==> src/rtl/ahb_mem_bridge.sv <==
// AHB-Lite subordinate that converts each AHB transfer into one memory request.
// It also generates wait states, the two-cycle ERROR response and a response timeout.
module ahb_mem_bridge #(
  parameter int DataWidth     = 32,
  parameter int AddrWidth     = 32,
  parameter int TimeoutCycles = 256
) (
  input  logic                 clk,
  input  logic                 nReset,
  input  logic                 HSEL,
  input  logic [AddrWidth-1:0] HADDR,
  input  logic [1:0]           HTRANS,
  input  logic                 HWRITE,
  input  logic [2:0]           HSIZE,
  input  logic [DataWidth-1:0] HWDATA,
  input  logic                 HREADY,
  output logic                 HREADYOUT,
  output logic                 HRESP,
  output logic [DataWidth-1:0] HRDATA,
  output logic                 memReq,
  output logic [AddrWidth-1:0] addr,
  output logic [DataWidth-1:0] wData,
  output logic                 write,
  input  logic [1:0]           resp,
  input  logic [DataWidth-1:0] rData
);

  localparam logic [2:0] MAX_SIZE = 3'($clog2(DataWidth / 8));
  localparam int CNT_W = (TimeoutCycles > 1) ? $clog2(TimeoutCycles) : 1;
  localparam logic [CNT_W-1:0] TO_LAST = CNT_W'((TimeoutCycles > 0) ? TimeoutCycles - 1 : 0);

  typedef enum logic [2:0] {
    S_IDLE,
    S_ACCESS,
    S_DONE,
    S_ERR1,
    S_ERR2
  } state_t;

  state_t           state;
  logic [CNT_W-1:0] cnt;
  logic             capture;
  logic             unused_htrans0;

  function automatic logic legal_xfer(input logic [2:0] size, input logic [AddrWidth-1:0] a);
    logic [AddrWidth-1:0] mask;
    mask = (AddrWidth'(1) << size) - AddrWidth'(1);
    return (size <= MAX_SIZE) && ((a & mask) == '0);
  endfunction

  // Only the NONSEQ/SEQ distinction from IDLE/BUSY matters, so HTRANS[0] is not decoded.
  assign unused_htrans0 = HTRANS[0];
  assign capture = HSEL & HREADY & HTRANS[1] &
                   ((state == S_IDLE) | (state == S_DONE) | (state == S_ERR2));
  assign wData = HWDATA;

  always_ff @(posedge clk or negedge nReset) begin
    if (!nReset) begin
      state     <= S_IDLE;
      HREADYOUT <= 1'b1;
      HRESP     <= 1'b0;
      HRDATA    <= '0;
      memReq    <= 1'b0;
      addr      <= '0;
      write     <= 1'b0;
      cnt       <= '0;
    end else begin
      case (state)
        S_ACCESS: begin
          if (resp == 2'b01) begin
            state     <= S_DONE;
            HREADYOUT <= 1'b1;
            memReq    <= 1'b0;
            cnt       <= '0;
            if (!write) HRDATA <= rData;
          end else if (resp[1] || ((TimeoutCycles != 0) && (cnt == TO_LAST))) begin
            state     <= S_ERR1;
            HRESP     <= 1'b1;
            memReq    <= 1'b0;
            cnt       <= '0;
          end else begin
            cnt <= cnt + CNT_W'(1);
          end
        end
        S_ERR1: begin
          state     <= S_ERR2;
          HREADYOUT <= 1'b1;
          HRESP     <= 1'b1;
        end
        default: begin
          // IDLE, DONE and ERR2 all accept a new address phase.
          if (capture) begin
            addr      <= HADDR;
            write     <= HWRITE;
            HREADYOUT <= 1'b0;
            if (legal_xfer(HSIZE, HADDR)) begin
              state  <= S_ACCESS;
              memReq <= 1'b1;
              HRESP  <= 1'b0;
            end else begin
              state  <= S_ERR1;
              HRESP  <= 1'b1;
            end
          end else begin
            state     <= S_IDLE;
            HREADYOUT <= 1'b1;
            HRESP     <= 1'b0;
          end
        end
      endcase
    end
  end

endmodule
==> config.mk <==
export PLATFORM = sky130hd
export DESIGN_NAME = ahb_mem_bridge
export DESIGN_NICKNAME = d
export VERILOG_FILES = /design/src/rtl/ahb_mem_bridge.sv
export SDC_FILE = /design/constraint.sdc
export NUM_CORES = 1
export LEC_CHECK = 0
export ABC_AREA = 1
export BUFFER_PORTS_ARGS = -buffer_cell sky130_fd_sc_hd__clkbuf_2
export CAP_MARGIN = 5
export CELL_PAD_IN_SITES_DETAIL_PLACEMENT = 1
export CELL_PAD_IN_SITES_GLOBAL_PLACEMENT = 1
export CORE_ASPECT_RATIO = 2
export CORE_MARGIN = 2
export CORE_UTILIZATION = 33
export CTS_BUF_LIST = sky130_fd_sc_hd__clkbuf_4 sky130_fd_sc_hd__clkbuf_8
export CTS_CLUSTER_DIAMETER = 80
export CTS_CLUSTER_SIZE = 30
export DETAILED_ROUTE_END_ITERATION = 6
export PLACE_DENSITY = 0.82
export SLEW_MARGIN = 0
export SYNTH_ARGS = -nofsm -noshare
export SYNTH_HDL_FRONTEND = slang
export SYNTH_SLANG_ARGS = --single-unit
==> constraint.sdc <==
create_clock -name clk -period 1.85 [get_ports clk]
set_clock_uncertainty 0.2 [all_clocks]
set_input_delay 0.185 -clock clk [delete_from_list [all_inputs] [get_ports clk]]
set_output_delay 0.185 -clock clk [all_outputs]
set_load 0.02 [all_outputs]
==> flow_summary.json <==
{
  "place_inst": 605,
  "pin_count": 208,
  "intPower_mw": 4.07,
  "leakage_nw": 2.87,
  "required_ns": 1.88,
  "dr_total_vias": 3149,
  "placementRows": 54,
  "synthArstFlopShare": 1.00,
  "clkLatencyLatePin_ns": 0.35,
  "drc": 0,
  "rsz0062_at_grt": "true",
  "routed_wl_mm": 11.4,
  "core-area_um2": 10800,
  "dr.pass1.iters": 4,
  "seq_area_frac_synth": 0.543,
  "swShare": 0.375,
  "cp_max_fo": 21,
  "drive_gt1_frac": 0.388,
  "outcome": "completed",
  "vdd.ir_drop.worst_v": 0.000625,
  "synth-seq-cells": 79,
  "gr-usage-all-layers": 0.193,
  "critical_path_class": "flop to flop",
  "port_buffers": 142,
  "multi_input_area_um2": 1280,
  "grt_max_degree": 33,
  "switchingPower_mw": 2.44,
  "drv_slew": 0,
  "fin_area_um2": 5230,
  "viasPerCell": 4.57,
  "synth_cells": 353,
  "cts_tree": "yes",
  "synth_enable_flop_cells": 0,
  "grt_first_pass_wirelength_mm": 18.0,
  "arrival_ns": 1.81,
  "antenna_found_initial": 2,
  "power_density_nw_per_um2": 1240,
  "synthFlopType": "dfrtp_1",
  "tns_ns": 0,
  "fin_crit_sh": 0.964,
  "die-height_um": 153,
  "cts.sinks": 79,
  "synth.distinct_cells": 31,
  "syn_area_um2": 3640,
  "initial_core_util": 0.337,
  "htreeDepth": 3,
  "cts-root-buf": "clkbuf_8",
  "tightest_slew_ns": 0.402,
  "critPathCaptureType": "flop",
  "fp.dieArea_um2": 11900,
  "dpl.hpwl_mm": 7.69,
  "ys_warn_count": 0,
  "relSlewSlack": 0.732,
  "fin_crit_ns": 1.78,
  "clock.fmax_ghz": 0.561,
  "grt_pass1_vias": 3608,
  "place.gp.congestion": 0.798,
  "place_area_um2": 4350,
  "avgSynthCellArea_um2": 10.3,
  "r2r_slack_ns": 0.07,
  "max_cap_viol_count": 0,
  "pwr-share-comb": 0.390,
  "fin_cells": 689,
  "nets": 654,
  "ant_nets": 0,
  "startpoint_type": "flop",
  "hold_viol": 0,
  "numCtsBuffers": 9,
  "cts_setup_buffers": 0,
  "finalSetupViolations": 0,
  "p_total_mw": 6.51,
  "hold_class": "input port to flop",
  "grt-ovfl-total": 0,
  "regArea_um2": 1980,
  "final_util": 0.484,
  "synth_nets": 464,
  "area_delta_synth_final_pct": 43.7,
  "clk_pin_slew_ns": 0.09,
  "pwr-share-seq": 0.415,
  "p_clk_frac": 0.195,
  "fillCellCount": 1258,
  "wl_per_cell_um": 16.5,
  "drt_iter0_drc": 65,
  "die_x_um": 78.3,
  "cts_buffer_depth": 2
}
[state kept, by name, summed over array words and instances, names as in the netlist]
register   cells
HRDATA        32
HREADYOUT      1
HRESP          1
addr          32
cnt            8
memReq         1
state          3
write          1
[cells by family (layout without fill, tap and decap cells)]
| family | after synthesis | in the layout | synth area share |
|---|---|---|---|
| compound gates | 22 | 22 | 0.0337 |
| xor+xnor | 5 | 5 | 0.0120 |
| fa+ha+maj | 3 | 3 | 0.0103 |
| buf+inv | 67 | 261 | 0.110 |
| flops | 79 | 79 | 0.543 |
| mux | 32 | 32 | 0.130 |
| other cells | 0 | 2 | 0 |
| simple gates | 145 | 145 | 0.161 |
[cell usage in the layout, fill, tap and decap left out, drive strengths merged, types with 4 or more instances in the layout]
cell type and count:
nand2 118, a21oi 5, inv 24, mux2 32
clkbuf 152, o21ai 11, xor2 4, dlygate4sd3 67
nor2 16, nand3 7, buf 13, dfrtp 78
[path summary, 6_finish.rpt]
kind                           start  depth (start not counted)    endpoint
setup / recovery            state[0]                          7  HRDATA[16]
hold / removal               resp[1]                          3    state[0]
hold reg to reg            HREADYOUT                          2   HREADYOUT
min in group asynchronous     nReset                          2    state[0]
max in group asynchronous     nReset                          3      memReq
setup reg to reg            state[0]                          7  HRDATA[16]
[per-stage QoR]
step                      worst slack, ns  hold slack (ns)
after floorplan                     0.221           -0.311
after CTS                        0.000353           0.0358
after global routing              -0.0541           0.0737
after global placement           -0.00298          -0.0611
after detailed placement          -0.0561          -0.0602
final                              0.0668           0.0617
[Yosys cell counts (2+ instances only)]
cell type | instances | area, um2
clkbuf_1 | 4 | 15.0
nand3_1 | 6 | 30.0
buf_4 | 32 | 240
ha_1 | 3 | 37.5
buf_2 | 3 | 15.0
nand2_1 | 117 | 439
nor2_2 | 2 | 12.5
dfrtp_1 | 78 | 1950
nand4_1 | 2 | 12.5
buf_6 | 3 | 33.8
o21ai_0 | 10 | 50.1
mux2_2 | 2 | 22.5
inv_2 | 3 | 11.3
a21oi_1 | 5 | 25.0
nor2_1 | 13 | 48.8
inv_1 | 21 | 78.8
xor2_1 | 4 | 35.0
mux2_4 | 30 | 450
o22ai_1 | 3 | 18.8
[timing repair]
action,4_1_cts,5_1_grt
resized for setup,1,3
hold buffers,67,0
setup endpoints to repair,2,33
hold endpoints to repair,145,0
[area by class of cell]
cell class | count | share of cell area
clock buffers | 11 | 0.0265
diodes | 2 | 0.000956
flip-flops and latches | 79 | 0.378
repair buffers | 221 | 0.290
clock inverters | 4 | 0.00908
inverters | 25 | 0.0182
multi-input cells | 207 | 0.244
well taps | 140 | 0.0335
[worst max-delay path: stages (launching register included)]
cell	delay (ns)
dfrtp_1	0.39
inv_1	0.07
nor2_2	0.04
nand2_1	0.14
clkinv_2	0.15
nand2_4	0.11
buf_12	0.19
mux2_2	0.35
[power by group through the flow]
stage / clock network [mW] / registers (mW) / logic [mW]
6_report: 1.27 / 2.70 / 2.54
5_1_grt: 1.38 / 2.78 / 2.72
4_1_cts: 1.31 / 2.69 / 2.55
3_5_place_dp: 0 / 2.72 / 2.42
3_3_place_gp: 0 / 2.68 / 2.32
2_1_floorplan: 0 / 3.33 / 0.924
[metal layers]
layer | vias up | global-route usage | share of wire
li1 | 1456 | - | -
met1 | 1513 | 0.182 | 0.34
met2 | 121 | 0.360 | 0.55
met3 | 59 | 0.0545 | 0.059
met4 | 0 | 0.112 | 0.053
met5 | - | 0 | 0
Note: power is estimated with default switching activity, not from simulation.
